--- src/rtl/mu0_pkg.sv ---
// rtl/mu0_pkg.sv - shared constants and loader state encoding for the mu0 boot loader
package mu0_pkg;

    localparam int ADDR_W    = 12;
    localparam int DATA_W    = 16;
    localparam int MAX_WORDS = 4096;

    // Word counter must hold MAX_WORDS itself, so it is one bit wider than an address.
    localparam int CNT_W = ADDR_W + 1;

    // Largest legal length field, sized to the 16-bit length word for clean comparison.
    localparam logic [15:0] MAX_LEN = 16'(MAX_WORDS);

    typedef enum logic [2:0] {
        LEN_H  = 3'd0,
        LEN_L  = 3'd1,
        DATA_H = 3'd2,
        DATA_L = 3'd3,
        CHK    = 3'd4,
        RUN    = 3'd5,
        ERR    = 3'd6
    } ldr_state_e;

endpackage

--- src/rtl/mu0_bus_mux.sv ---
// rtl/mu0_bus_mux.sv - combinational 2:1 memory bus selector between loader and CPU
module mu0_bus_mux
    import mu0_pkg::*;
(
    input  logic              sel,
    input  logic              ldr_rd,
    input  logic              ldr_wr,
    input  logic [ADDR_W-1:0] ldr_address,
    input  logic [DATA_W-1:0] ldr_data,
    input  logic              cpu_rd,
    input  logic              cpu_wr,
    input  logic [ADDR_W-1:0] cpu_address,
    input  logic [DATA_W-1:0] cpu_data,
    output logic              mem_rd,
    output logic              mem_wr,
    output logic [ADDR_W-1:0] mem_address,
    output logic [DATA_W-1:0] mem_data
);

    // sel=1 hands the bus to the CPU with zero added latency; otherwise the loader owns it.
    always_comb begin
        mem_rd      = ldr_rd;
        mem_wr      = ldr_wr;
        mem_address = ldr_address;
        mem_data    = ldr_data;
        if (sel) begin
            mem_rd      = cpu_rd;
            mem_wr      = cpu_wr;
            mem_address = cpu_address;
            mem_data    = cpu_data;
        end
    end

endmodule

--- src/rtl/mu0_boot_loader.sv ---
// rtl/mu0_boot_loader.sv - byte-stream program loader that fills mu0 memory then releases the core
module mu0_boot_loader
    import mu0_pkg::*;
(
    input  logic              Clk,
    input  logic              Reset,
    input  logic [7:0]        Byte_in,
    input  logic              Byte_valid,
    output logic              Byte_ready,
    input  logic              Cpu_Rd,
    input  logic              Cpu_Wr,
    input  logic [ADDR_W-1:0] Cpu_Address,
    input  logic [DATA_W-1:0] Cpu_Data_out,
    output logic              Mem_Rd,
    output logic              Mem_Wr,
    output logic [ADDR_W-1:0] Mem_Address,
    output logic [DATA_W-1:0] Mem_Data,
    output logic              Cpu_Reset,
    output logic              Done,
    output logic              Error
);

    ldr_state_e        state_q, state_d;
    logic [ADDR_W-1:0] addr_q, addr_d;
    logic [CNT_W-1:0]  count_q, count_d;
    logic [7:0]        len_hi_q, len_hi_d;
    logic [7:0]        data_hi_q, data_hi_d;
    logic [7:0]        csum_q, csum_d;
    logic              mem_wr_q, mem_wr_d;
    logic [ADDR_W-1:0] mem_addr_q, mem_addr_d;
    logic [DATA_W-1:0] mem_data_q, mem_data_d;
    logic              cpu_reset_q, cpu_reset_d;
    logic              done_q, done_d;
    logic              error_q, error_d;

    logic              byte_fire;
    logic [15:0]       len_word;

    // Ready only in the byte-consuming states, and never while Reset is asserted.
    always_comb begin
        Byte_ready = 1'b0;
        if (!Reset) begin
            case (state_q)
                LEN_H, LEN_L, DATA_H, DATA_L, CHK: Byte_ready = 1'b1;
                default:                           Byte_ready = 1'b0;
            endcase
        end
    end

    assign byte_fire = Byte_valid && Byte_ready;
    assign len_word  = {len_hi_q, Byte_in};

    // Next-state and datapath: everything advances only on an accepted byte.
    always_comb begin
        state_d    = state_q;
        addr_d     = addr_q;
        count_d    = count_q;
        len_hi_d   = len_hi_q;
        data_hi_d  = data_hi_q;
        csum_d     = csum_q;
        mem_wr_d   = 1'b0;
        mem_addr_d = mem_addr_q;
        mem_data_d = mem_data_q;

        if (byte_fire) begin
            // The checksum byte itself is compared, not folded in.
            if (state_q != CHK) begin
                csum_d = csum_q ^ Byte_in;
            end
            case (state_q)
                LEN_H: begin
                    len_hi_d = Byte_in;
                    state_d  = LEN_L;
                end
                LEN_L: begin
                    if (len_word == 16'd0 || len_word > MAX_LEN) begin
                        state_d = ERR;
                    end else begin
                        count_d = len_word[CNT_W-1:0];
                        state_d = DATA_H;
                    end
                end
                DATA_H: begin
                    data_hi_d = Byte_in;
                    state_d   = DATA_L;
                end
                DATA_L: begin
                    mem_data_d = {data_hi_q, Byte_in};
                    mem_addr_d = addr_q;
                    mem_wr_d   = 1'b1;
                    // Wraps only after the final word at MAX_WORDS-1, when it is no longer used.
                    addr_d     = addr_q + ADDR_W'(1);
                    count_d    = count_q - CNT_W'(1);
                    state_d    = (count_q == CNT_W'(1)) ? CHK : DATA_H;
                end
                CHK: begin
                    state_d = (Byte_in == csum_q) ? RUN : ERR;
                end
                default: begin
                    state_d = state_q;
                end
            endcase
        end

        // Status outputs are registered copies of where the FSM is heading.
        cpu_reset_d = (state_d != RUN);
        done_d      = (state_d == RUN);
        error_d     = (state_d == ERR);
    end

    // State and datapath registers with synchronous reset; memory contents are not touched.
    always_ff @(posedge Clk) begin
        if (Reset) begin
            state_q     <= LEN_H;
            addr_q      <= '0;
            count_q     <= '0;
            len_hi_q    <= '0;
            data_hi_q   <= '0;
            csum_q      <= '0;
            mem_wr_q    <= 1'b0;
            mem_addr_q  <= '0;
            mem_data_q  <= '0;
            cpu_reset_q <= 1'b1;
            done_q      <= 1'b0;
            error_q     <= 1'b0;
        end else begin
            state_q     <= state_d;
            addr_q      <= addr_d;
            count_q     <= count_d;
            len_hi_q    <= len_hi_d;
            data_hi_q   <= data_hi_d;
            csum_q      <= csum_d;
            mem_wr_q    <= mem_wr_d;
            mem_addr_q  <= mem_addr_d;
            mem_data_q  <= mem_data_d;
            cpu_reset_q <= cpu_reset_d;
            done_q      <= done_d;
            error_q     <= error_d;
        end
    end

    assign Cpu_Reset = cpu_reset_q;
    assign Done      = done_q;
    assign Error     = error_q;

    mu0_bus_mux u_bus_mux (
        .sel         (state_q == RUN),
        .ldr_rd      (1'b0),
        .ldr_wr      (mem_wr_q),
        .ldr_address (mem_addr_q),
        .ldr_data    (mem_data_q),
        .cpu_rd      (Cpu_Rd),
        .cpu_wr      (Cpu_Wr),
        .cpu_address (Cpu_Address),
        .cpu_data    (Cpu_Data_out),
        .mem_rd      (Mem_Rd),
        .mem_wr      (Mem_Wr),
        .mem_address (Mem_Address),
        .mem_data    (Mem_Data)
    );

endmodule

--- config.mk ---
export PLATFORM = sky130hd
export DESIGN_NAME = mu0_boot_loader
export DESIGN_NICKNAME = d
export VERILOG_FILES = /design/src/rtl/mu0_pkg.sv /design/src/rtl/mu0_bus_mux.sv /design/src/rtl/mu0_boot_loader.sv
export SDC_FILE = /design/constraint.sdc
export NUM_CORES = 1
export LEC_CHECK = 0
export BUFFER_PORTS_ARGS = -buffer_cell sky130_fd_sc_hd__buf_4
export CORE_ASPECT_RATIO = 0.5
export CORE_MARGIN = 5
export CORE_UTILIZATION = 58
export CTS_BUF_LIST = sky130_fd_sc_hd__clkbuf_8
export CTS_CLUSTER_DIAMETER = 150
export DETAILED_ROUTE_END_ITERATION = 10
export PLACE_DENSITY = 0.8
export SLEW_MARGIN = 20
export SYNTH_ARGS = -nofsm -noshare
export SYNTH_HDL_FRONTEND = slang
export SYNTH_SLANG_ARGS = --single-unit
--- constraint.sdc ---
create_clock -name Clk -period 2.45 [get_ports Clk]
set_clock_uncertainty 0.15 [all_clocks]
set_input_delay 0.49 -clock Clk [delete_from_list [all_inputs] [get_ports Clk]]
set_output_delay 0.49 -clock Clk [all_outputs]
set_load 0.02 [all_outputs]
==> impl_results.md <==
- Post-synth EDFFs: 0
- Worst Max-Slew Pin Slew: 568 ps
- R2R depth: 5
- Power per Cell Area: between 500 and 600 mW/mm²
- Antenna violations before repair: 0
- NetSw: about 670 µW
- Ys async rst share: 0%
- H-tree depth: 3
- Crit end category: output pin
- Router iterations before antenna repair: 5
- DR vias: 3547
- Die span in x: 129 µm
- Max Cap Violations: 0
- Total Power: 2.57 mW
- DP Area: about 0.0048 mm²
- Reg clk slew, reported paths: 80 ps
- Clock root buffer: clkbuf_8
- Mapped Nets: roughly 520
- Gate power share: approximately a tenth
- Leak: 2.08 nW
- Die Height: 69.7 µm
- R2r setup slk: 300 ps
- Slew Limit Fails: 0
- Global route overflow: 0
- Final HPWL DP: approximately 7200 µm
- Routed wire per std cell: around 16 µm
- Multi-input gate area: 0.00225 mm²
- Fin crit period: 2350 ps
- Setup bufs post-CTS: 0
- First-pass GRT wire length: 16600 µm
- Clk sinks: 84
- Initial DRC Count: 251
- Worst EP required: 1810 ps
- IO buf count: 74
- Setup TNS: 0 ps
- Vias in the first global route: 3367
- Via-to-Cell Ratio: between 5 and 6
- Most frequent cells in the layout: nand2_1, buf_4, dfxtp_1
- I/O pins: 75
- Startpoint types: flop
- Share of Yosys cell area claimed by the top area cell type: 40.7%
- Final hold viol count: 0
- Reg2Reg Capture Point: count_q[10]
- Syn avg cell area: 8.60 µm²
- Initial core utilization: 60.7%
- Hold_ws: approximately 280 ps
- Hold path startpoint: Byte_in[6]
- Top_reg_cell synth: dfxtp_1
- Core ar.: between 0.006 and 0.007 mm²
- Top post-synthesis cells by area: dfxtp_1, mux2_2, nand2_1
- Clock Power Share: 34.8%
- Diode count: 0
- Final ANT Viol Nets: 0
- HP Class: input port to flop
- Reg-to-Reg Start: len_hi_q[6]
- Status: finished, final reports clean
- Layout cell share with drive strength beyond 1: 27.4%
- CTS tree: built
- Unique masters post-synth: 62
- Hold EP: mem_data_q[6]
- Largest net degree at the start of global routing: 58
- Routed wire length: roughly 10000 µm
- RePlAce Congestion: between 0.8 and 0.9
- Post-Synthesis Cells: 480
- Hold Path Cell Cnt: 3
- Unrepaired setup endpoints after global routing: no
- Period utilisation layout: 96.0%
- Post-synthesis cell area: 0.00413 mm²
- Fillcell total: 560
- Gr usage total: 22.7%
- Die Footprint: 0.00901 mm²
- Normalized max-slew margin: 61.8%
- Final setup fails: 0
- # rows: 21
- Internal power: 1.91 mW
- Storage element area: 0.00168 mm²
- Register bit total from synthesis: 84
- Fin nets: 587
- Synth warn: 0
- Worst skew pair latency: 360 ps
- Seq/Total Area, Yosys: 40.7%
- Clk buf depth: 2
- Final core occ: roughly 72%
- Area leader, netlist: dfxtp_1
- Fmax: 425 MHz
- Crit-path max FO: 29
- VDD IR-drop max: 372 µV
- CTS Buf Count: 9
- Seq pwr share: 54.8%
- Net Sw Frac: 26.0%
- Layout area overhead: 19.5%
- Detailed-route DRC error count: 0
- Arrival time worst endpoint: 1710 ps
- Critical path class: flop to output pin
- Final instance area: 0.00493 mm²
==> stage by stage <==
stage | instances | setup WS (ps)
floorplan | 480 | 355
global placement | 624 | 141
detailed placement | 624 | 105
CTS | 640 | 17.3
global route | 640 | 0.769
finish | 640 | 97.1
==> worst max-delay path: stages, from the launching register on <==
cell,delay [ps]
dfxtp_1,540
nand2_1,150
buf_12,200
mux2_2,290
buf_4,160
==> cell families after synthesis <==
logic type | Yosys count | synth area share, %
multiplexers | 45 | 11.8
AND/OR/NAND/NOR | 201 | 23.8
AO/OA/AOI/OAI | 73 | 11.9
XOR/XNOR | 29 | 6.15
adder cells (fa/ha/maj) | 3 | 0.909
flip-flops | 84 | 40.7
buffers and inverters | 45 | 4.76
==> cells in the mapped netlist (2+ instances only) <==
| cell type | number |
|---|---|
| inv_1 | 7 |
| a211oi_1 | 3 |
| xnor2_1 | 12 |
| and3_1 | 4 |
| nor2b_1 | 3 |
| o31ai_1 | 2 |
| a22oi_1 | 2 |
| nand4_1 | 8 |
| buf_2 | 13 |
| ha_1 | 3 |
| nor4_4 | 3 |
| and2_1 | 3 |
| or4_1 | 2 |
| mux2_2 | 29 |
| nor4_1 | 4 |
| mux2i_1 | 16 |
| clkbuf_1 | 21 |
| o211ai_1 | 3 |
| a21oi_1 | 38 |
| nor3_1 | 10 |
| a311oi_1 | 2 |
| o311ai_2 | 2 |
| nand2_1 | 87 |
| nand3_1 | 15 |
| dfxtp_1 | 84 |
| a31oi_1 | 2 |
| nand2b_1 | 2 |
| xor2_1 | 17 |
| o21ai_0 | 4 |
| nor2_1 | 46 |
| o21a_1 | 2 |
==> layer usage <==
metal  vias to the layer above  track usage [%]  share of wire (%)
met4                         0             6.05                1.3
met2                       119             36.5                 46
met3                        15             6.15                7.5
met1                      1637             29.9                 45
met5                         -                0                  0
li1                       1776                -                  -
==> power groups by stage <==
stage / combinational, mW / sequential, mW / clock (mW)
floorplan: 0.174 / 1.44 / 0
global placement: 0.260 / 1.44 / 0
detailed placement: 0.264 / 1.44 / 0
CTS: 0.266 / 1.41 / 0.917
global route: 0.289 / 1.41 / 0.979
finish: 0.267 / 1.41 / 0.897
==> how the worst max path moves through the flow <==
stage	startpoint	end	slack, ps
6_report	state_q[2]	Mem_Data[8]	100
5_1_grt	state_q[0]	Mem_Data[8]	0.8
4_1_cts	state_q[0]	Mem_Data[1]	20
3_5_place_dp	Byte_in[1]	count_q[10]	110
3_3_place_gp	Reset	count_q[6]	140
2_1_floorplan	Byte_in[1]	Cpu_Reset	360
==> flip-flops by register name, summed over array words and instances, names as in the netlist <==
name and cells:
Cpu_Reset 1, mem_data_q 16, csum_q 8, state_q 3
mem_wr_q 1, len_hi_q 8, mem_addr_q 12, Done 1
data_hi_q 8, count_q 13, addr_q 12, Error 1
==> timing repair <==
| action | 4_1_cts | 5_1_grt |
|---|---|---|
| resized for setup | 0 | 1 |
| endpoints found under the setup margin | 0 | 29 |
| hold buffers | 0 | 0 |
==> area by class of cell <==
cell class | count | area share, %
clock inverter | 6 | 0.812
sequential | 84 | 34.1
inverter | 9 | 0.685
clock buffer | 10 | 2.79
tap | 92 | 2.33
multi-input combinational | 351 | 45.6
timing repair buffer | 88 | 13.6
Note: power is estimated with default switching activity, not from simulation.
